### src/rtl/pipe_ctrl_pkg.sv
// Shared encodings for the pipeline stall/flush sequencer: FSM states,
// stage-enable and flush bit positions.
package pipe_ctrl_pkg;

  typedef enum logic [1:0] {
    ST_RUN      = 2'd0,
    ST_MEM_WAIT = 2'd1,
    ST_MD_WAIT  = 2'd2
  } pipe_state_t;

  localparam int STG_PC     = 0;
  localparam int STG_IF_ID  = 1;
  localparam int STG_ID_EX  = 2;
  localparam int STG_EX_MEM = 3;
  localparam int STG_MEM_WB = 4;

  localparam int FL_IF_ID  = 0;
  localparam int FL_ID_EX  = 1;
  localparam int FL_EX_MEM = 2;
  localparam int FL_MEM_WB = 3;

  localparam logic [4:0] STAGE_ALL = 5'b11111;

endpackage

### src/rtl/pipe_ctrl_wdog.sv
// Data-memory watchdog timer: start loads 1, clr zeroes, otherwise a running
// timer counts up and saturates at MEM_TIMEOUT-1, where expired is raised.
module pipe_ctrl_wdog #(
  parameter int MEM_TIMEOUT = 64,
  parameter int TMR_W       = 7
) (
  input  logic clk,
  input  logic rst,
  input  logic start,
  input  logic clr,
  output logic expired
);

  localparam logic [TMR_W-1:0] TMR_LAST = TMR_W'(MEM_TIMEOUT - 1);

  logic [TMR_W-1:0] timer_q;

  // A zero timer is idle; only start arms it, so it never counts on its own.
  always_ff @(posedge clk or negedge rst) begin
    if (!rst) begin
      timer_q <= '0;
    end else if (clr) begin
      timer_q <= '0;
    end else if (start) begin
      timer_q <= TMR_W'(1);
    end else if ((timer_q != '0) && (timer_q != TMR_LAST)) begin
      timer_q <= timer_q + 1'b1;
    end
  end

  assign expired = (timer_q == TMR_LAST);

endmodule

### src/rtl/pipe_ctrl.sv
// Central stall/flush sequencer for the 5-stage core.
// Optional performance counters are built when PIPE_CTRL_PERF_EN is defined.
module pipe_ctrl
  import pipe_ctrl_pkg::*;
#(
  parameter int MEM_TIMEOUT = 64,
  parameter int TMR_W       = 7,
  parameter int PERF_W      = 32
) (
  input  logic              clk,
  input  logic              rst,
  input  logic              load_stall,
  input  logic              redirect_EX,
  input  logic              imem_ready,
  input  logic              dmem_req_MEM,
  input  logic              dmem_ready,
  input  logic              md_start_EX,
  input  logic              md_done,
  output logic [4:0]        stage_en,
  output logic [3:0]        flush,
  output logic              mem_timeout,
  output logic [1:0]        state_o,
  output logic [PERF_W-1:0] perf_stall_cnt,
  output logic [PERF_W-1:0] perf_flush_cnt
);

  pipe_state_t state_q, state_d;
  logic [4:0]  en_c;
  logic [3:0]  fl_c;
  logic        tmr_start, tmr_clr, tmr_expired;
  logic        timeout_d, timeout_q;

  pipe_ctrl_wdog #(
    .MEM_TIMEOUT(MEM_TIMEOUT),
    .TMR_W      (TMR_W)
  ) u_wdog (
    .clk    (clk),
    .rst    (rst),
    .start  (tmr_start),
    .clr    (tmr_clr),
    .expired(tmr_expired)
  );

  always_ff @(posedge clk or negedge rst) begin
    if (!rst) begin
      state_q   <= ST_RUN;
      timeout_q <= 1'b0;
    end else begin
      state_q   <= state_d;
      timeout_q <= timeout_d;
    end
  end

  // The RUN branch doubles as the recovery path for the illegal encoding 2'd3.
  always_comb begin
    state_d   = ST_RUN;
    en_c      = STAGE_ALL;
    fl_c      = '0;
    tmr_start = 1'b0;
    tmr_clr   = 1'b0;
    timeout_d = 1'b0;
    case (state_q)
      ST_MEM_WAIT: begin
        if (dmem_ready) begin
          tmr_clr = 1'b1;
        end else if (tmr_expired) begin
          fl_c[FL_MEM_WB] = 1'b1;
          timeout_d       = 1'b1;
          tmr_clr         = 1'b1;
        end else begin
          en_c    = '0;
          state_d = ST_MEM_WAIT;
        end
      end
      ST_MD_WAIT: begin
        tmr_clr = 1'b1;
        if (!md_done) begin
          en_c             = '0;
          en_c[STG_MEM_WB] = 1'b1;
          fl_c[FL_EX_MEM]  = 1'b1;
          state_d          = ST_MD_WAIT;
        end
      end
      default: begin
        if (dmem_req_MEM && !dmem_ready) begin
          en_c      = '0;
          state_d   = ST_MEM_WAIT;
          tmr_start = 1'b1;
        end else if (md_start_EX && !md_done) begin
          tmr_clr          = 1'b1;
          en_c             = '0;
          en_c[STG_MEM_WB] = 1'b1;
          fl_c[FL_EX_MEM]  = 1'b1;
          state_d          = ST_MD_WAIT;
        end else begin
          tmr_clr = 1'b1;
          if (redirect_EX) begin
            fl_c[FL_IF_ID] = 1'b1;
            fl_c[FL_ID_EX] = 1'b1;
          end else if (load_stall) begin
            en_c[STG_PC]    = 1'b0;
            en_c[STG_IF_ID] = 1'b0;
            fl_c[FL_ID_EX]  = 1'b1;
          end else if (!imem_ready) begin
            en_c[STG_PC]   = 1'b0;
            fl_c[FL_IF_ID] = 1'b1;
          end
        end
      end
    endcase
  end

  // Reset freezes every register and bubbles the whole pipe immediately.
  assign stage_en    = rst ? en_c : '0;
  assign flush       = rst ? fl_c : 4'b1111;
  assign mem_timeout = timeout_q;
  assign state_o     = state_q;

`ifdef PIPE_CTRL_PERF_EN
  logic [PERF_W-1:0] stall_cnt_q, flush_cnt_q;

  // Only a redirect produces flush[1:0]==2'b11 while out of reset.
  always_ff @(posedge clk or negedge rst) begin
    if (!rst) begin
      stall_cnt_q <= '0;
      flush_cnt_q <= '0;
    end else begin
      if (!stage_en[STG_PC]) stall_cnt_q <= stall_cnt_q + 1'b1;
      if (flush[1:0] == 2'b11) flush_cnt_q <= flush_cnt_q + 1'b1;
    end
  end

  assign perf_stall_cnt = stall_cnt_q;
  assign perf_flush_cnt = flush_cnt_q;
`else
  assign perf_stall_cnt = '0;
  assign perf_flush_cnt = '0;
`endif

endmodule

### config.mk
export PLATFORM = sky130hd
export DESIGN_NAME = pipe_ctrl
export DESIGN_NICKNAME = d
export VERILOG_FILES = /design/src/rtl/pipe_ctrl_pkg.sv /design/src/rtl/pipe_ctrl_wdog.sv /design/src/rtl/pipe_ctrl.sv
export SDC_FILE = /design/constraint.sdc
export NUM_CORES = 1
export LEC_CHECK = 0
export CELL_PAD_IN_SITES_DETAIL_PLACEMENT = 0
export CELL_PAD_IN_SITES_GLOBAL_PLACEMENT = 2
export CORE_MARGIN = 1.5
export CORE_UTILIZATION = 19
export DETAILED_ROUTE_END_ITERATION = 8
export MAX_ROUTING_LAYER = met4
export PLACE_DENSITY = 0.9
export SYNTH_ARGS = -nofsm -noshare
export SYNTH_HDL_FRONTEND = slang
export SYNTH_SLANG_ARGS = --single-unit
### constraint.sdc
create_clock -name clk -period 3.6 [get_ports clk]
set_input_delay 0.72 -clock clk [delete_from_list [all_inputs] [get_ports clk]]
set_output_delay 0.72 -clock clk [all_outputs]
set_load 0.01 [all_outputs]
==> results of run 1 <==
-- layout by cell type (no fill, tap or decap), types with 3 or more instances in the layout --
| cell | synthesis | final |
|---|---|---|
| inv_1 | 10 | 10 |
| conb_1 | 1 | 64 |
| ha_1 | 4 | 4 |
| clkdlybuf4s50_1 | 0 | 20 |
| dfrtp_1 | 10 | 10 |
| o21ai_1 | 4 | 4 |
| clkbuf_8 | 0 | 3 |
| nor2_1 | 9 | 9 |
| a21oi_1 | 9 | 9 |
| nand2_1 | 8 | 8 |
-- registers in the layout, indices dropped and copies added, names as in the netlist --
signal,count
state_o,2
mem_timeout,1
u_wdog.timer_q,7
-- cell families after synthesis --
logic type | synth area share (%)
AOI/OAI and AO/OA | 13.1
adders and majority gates | 4.25
buffers and inverters | 45.0
DFF | 21.2
muxes | 0.955
other | 0.318
and+or+nand+nor | 15.2
-- power by group through the flow --
stage / clock network (mW) / registers (mW) / logic (mW)
after global placement: 0 / 0.127 / 0.149
final: 0.116 / 0.126 / 0.148
after CTS: 0.118 / 0.126 / 0.149
after floorplan: 0 / 0.127 / 0.142
after global routing: 0.125 / 0.127 / 0.168
after detailed placement: 0 / 0.128 / 0.149
-- cell type report --
class                      count  area (sq um)  area share (%)
multi-input combinational    127           634            49.9
sequential                    10           250            19.7
clock buffer                   3          41.3            3.24
timing repair buffer          22           215            16.9
inverter                      10          37.5            2.95
tap                           75          93.8            7.37
-- metal layers --
layer | GRT usage (%) | vias to the layer above | share of wire [%]
met5 | - | - | 0
met4 | 1.53 | 0 | 0.95
met3 | 3.11 | 2 | 12
met2 | 10.6 | 57 | 48
met1 | 6.64 | 374 | 39
li1 | - | 412 | -
-- how the worst min path moves through the flow --
stage               slack [ns]                       endpoint  cells after the start
global placement          0.56  u_wdog.timer_q[6]$_DFFE_PN0P_                      2
finish                    0.56  u_wdog.timer_q[6]$_DFFE_PN0P_                      2
CTS                       0.56  u_wdog.timer_q[6]$_DFFE_PN0P_                      2
detailed placement        0.55  u_wdog.timer_q[6]$_DFFE_PN0P_                      2
global route              0.61  u_wdog.timer_q[6]$_DFFE_PN0P_                      2
floorplan                 0.42          mem_timeout$_DFF_PN0_                      0
-- tightest hold or removal path: cells and delay by family, from the launching register on --
kind / cells / cell delay, ns
simple gates: 1 / 0.04
compound gates: 1 / 0.08
flops: 1 / 0.40
-- through the flow --
| stage | cell area (sq um) | setup slack (ns) | hold slack [ns] | cells |
|---|---|---|---|---|
| 2_1_floorplan | 1420 | 1.32 | 0.424 | 213 |
| 3_3_place_gp | 1230 | 0.474 | 0.556 | 244 |
| 3_5_place_dp | 1230 | 0.427 | 0.552 | 244 |
| 4_1_cts | 1270 | 0.420 | 0.560 | 247 |
| 5_1_grt | 1270 | 0.324 | 0.615 | 247 |
| 6_report | 1270 | 0.441 | 0.562 | 247 |
==> flow_summary.ini, run 1 <==
[die]
num_rows = 28
die_w_microns = 81.8
dieArea_sq_um = 6680
die-height_microns = 81.8
core_region_area_sq_um = 5960
num_io_pins = 85
initial_core_util_pct = 19.8

[critical_path]
end_kind = output pin
critPathTopFamily = buffers and inverters
arrival_ns = 2.44
worst-path-max-fanout = 6
crit_chain = clkdlybuf4s50_1, nor2b_1, a21oi_1, o221ai_1, a21oi_1, clkdlybuf4s50_1
crit_path_end = stage_en[0]
start_kind = input port
critPathLaunch = dmem_ready
path_buf_inv = 2
slowest_delay_ns = 0.58
reg2reg_to = u_wdog.timer_q[4]$_DFFE_PN0P_
r2r_cells = 5
rr_startpoint = u_wdog.timer_q[0]$_DFFE_PN0P_
critPathSlowestCell = clkdlybuf4s50_1
path_class = input port to output pin
crit_required_ns = 2.88
cp.depth = 6
r2r_slack_ns = 1.79

[cts]
clock-sinks = 10
cts-hold-fix-buffers = 0
cts_made_buffers = 3
clockBufferDepth = 2
cts_tree = done
post_cts_buffers = 0
clk_latency_ns = 0.24
cts_resized = 0
clk_pin_slew_ns = 0.04
cts.htree.levels = 1
cts-root-buf = clkbuf_8

[drt]
via_count = 845
drtAntennaViolNets = 0
routed_wl_microns = 1990
drt_pass1_iterations = 4
drt_iter0_markers = 53
viasPerCell = 3.42
wl_per_cell_microns = 8.07
drt_drc_violations_left = 0

[timing]
setup_tns_ns = 0
rsz0062_at_grt = false
timing.final.max_slew_violations = 0
finalHoldViolCount = 0
fmax_ghz = 0.317
clock_skew_ns = 0.00260
fin_crit_sh_pct = 87.7
setup_viol = 0
min_period_ns = 3.16

[grt]
antenna_found_initial = 0
grt_usage_pct = 6.31
overflow = 0
grt_pass1_vias = 687
grt_start_max_net_pins = 16
grt_pass1_wl_microns = 3080

[logic_synthesis]
synth_warnings = 0
ys_seq_area_share_pct = 21.2
ys_ff_latch = 10
synth_edf_count = 0
syn_area_sq_um = 1180
async_flop_share_pct = 100
synth-main-ff-cell = dfrtp_1
yosysUniqueCellTypes = 32
synthCells = 150
yosysMostFrequentCell = buf_4
yosysTopAreaCellShare_pct = 41.4
synth.largest_area_cell = buf_4
yosys-top-cells-area = buf_4 41%, dfrtp_1 21%, ha_1 4.2%
syn_area_per_cell_sq_um = 7.86
synth_common_cells = 65 x buf_4, 10 x dfrtp_1, 10 x inv_1

[cells_and_area]
fillCellCount = 679
areaGrowthSynthToFinish_pct = 7.96
antenna_cells = 0
final_util_pct = 21.4
fin_nets = 187
drive_above_1_share_pct = 4.65

[power]
power_density_nw_per_um2 = 306
leakagePower_nw = 0.601
vdd_drop_max_v = 0.0000770
power_mw = 0.390
clkPwrFrac_pct = 29.7
p_sw_mw = 0.140
sw_frac_of_total_pct = 35.9
p_seq_share_pct = 32.3
intPower_mw = 0.250
pwr-share-comb_pct = 38.0

[place]
place_hpwl_microns = 1670
gp_congestion = 0.748
port_buffers = 20

[outcome]
status = complete, no violations

[hold_path]
worstHoldStart = u_wdog.timer_q[6]$_DFFE_PN0P_
hp-class = flip-flop to flip-flop

[job]
cap_violations = 0
Power figures use the tool's default switching activity.
==> run 2, diff against run 1 <==
--- a/config.mk
+++ b/config.mk
@@ -12,6 +12,7 @@
 export DETAILED_ROUTE_END_ITERATION = 8
 export MAX_ROUTING_LAYER = met4
 export PLACE_DENSITY = 0.9
+export SLEW_MARGIN = 10
 export SYNTH_ARGS = -nofsm -noshare
 export SYNTH_HDL_FRONTEND = slang
 export SYNTH_SLANG_ARGS = --single-unit
==> results of run 2 <==
No change in the layout: final DEF, timing and power equal those of run 1.
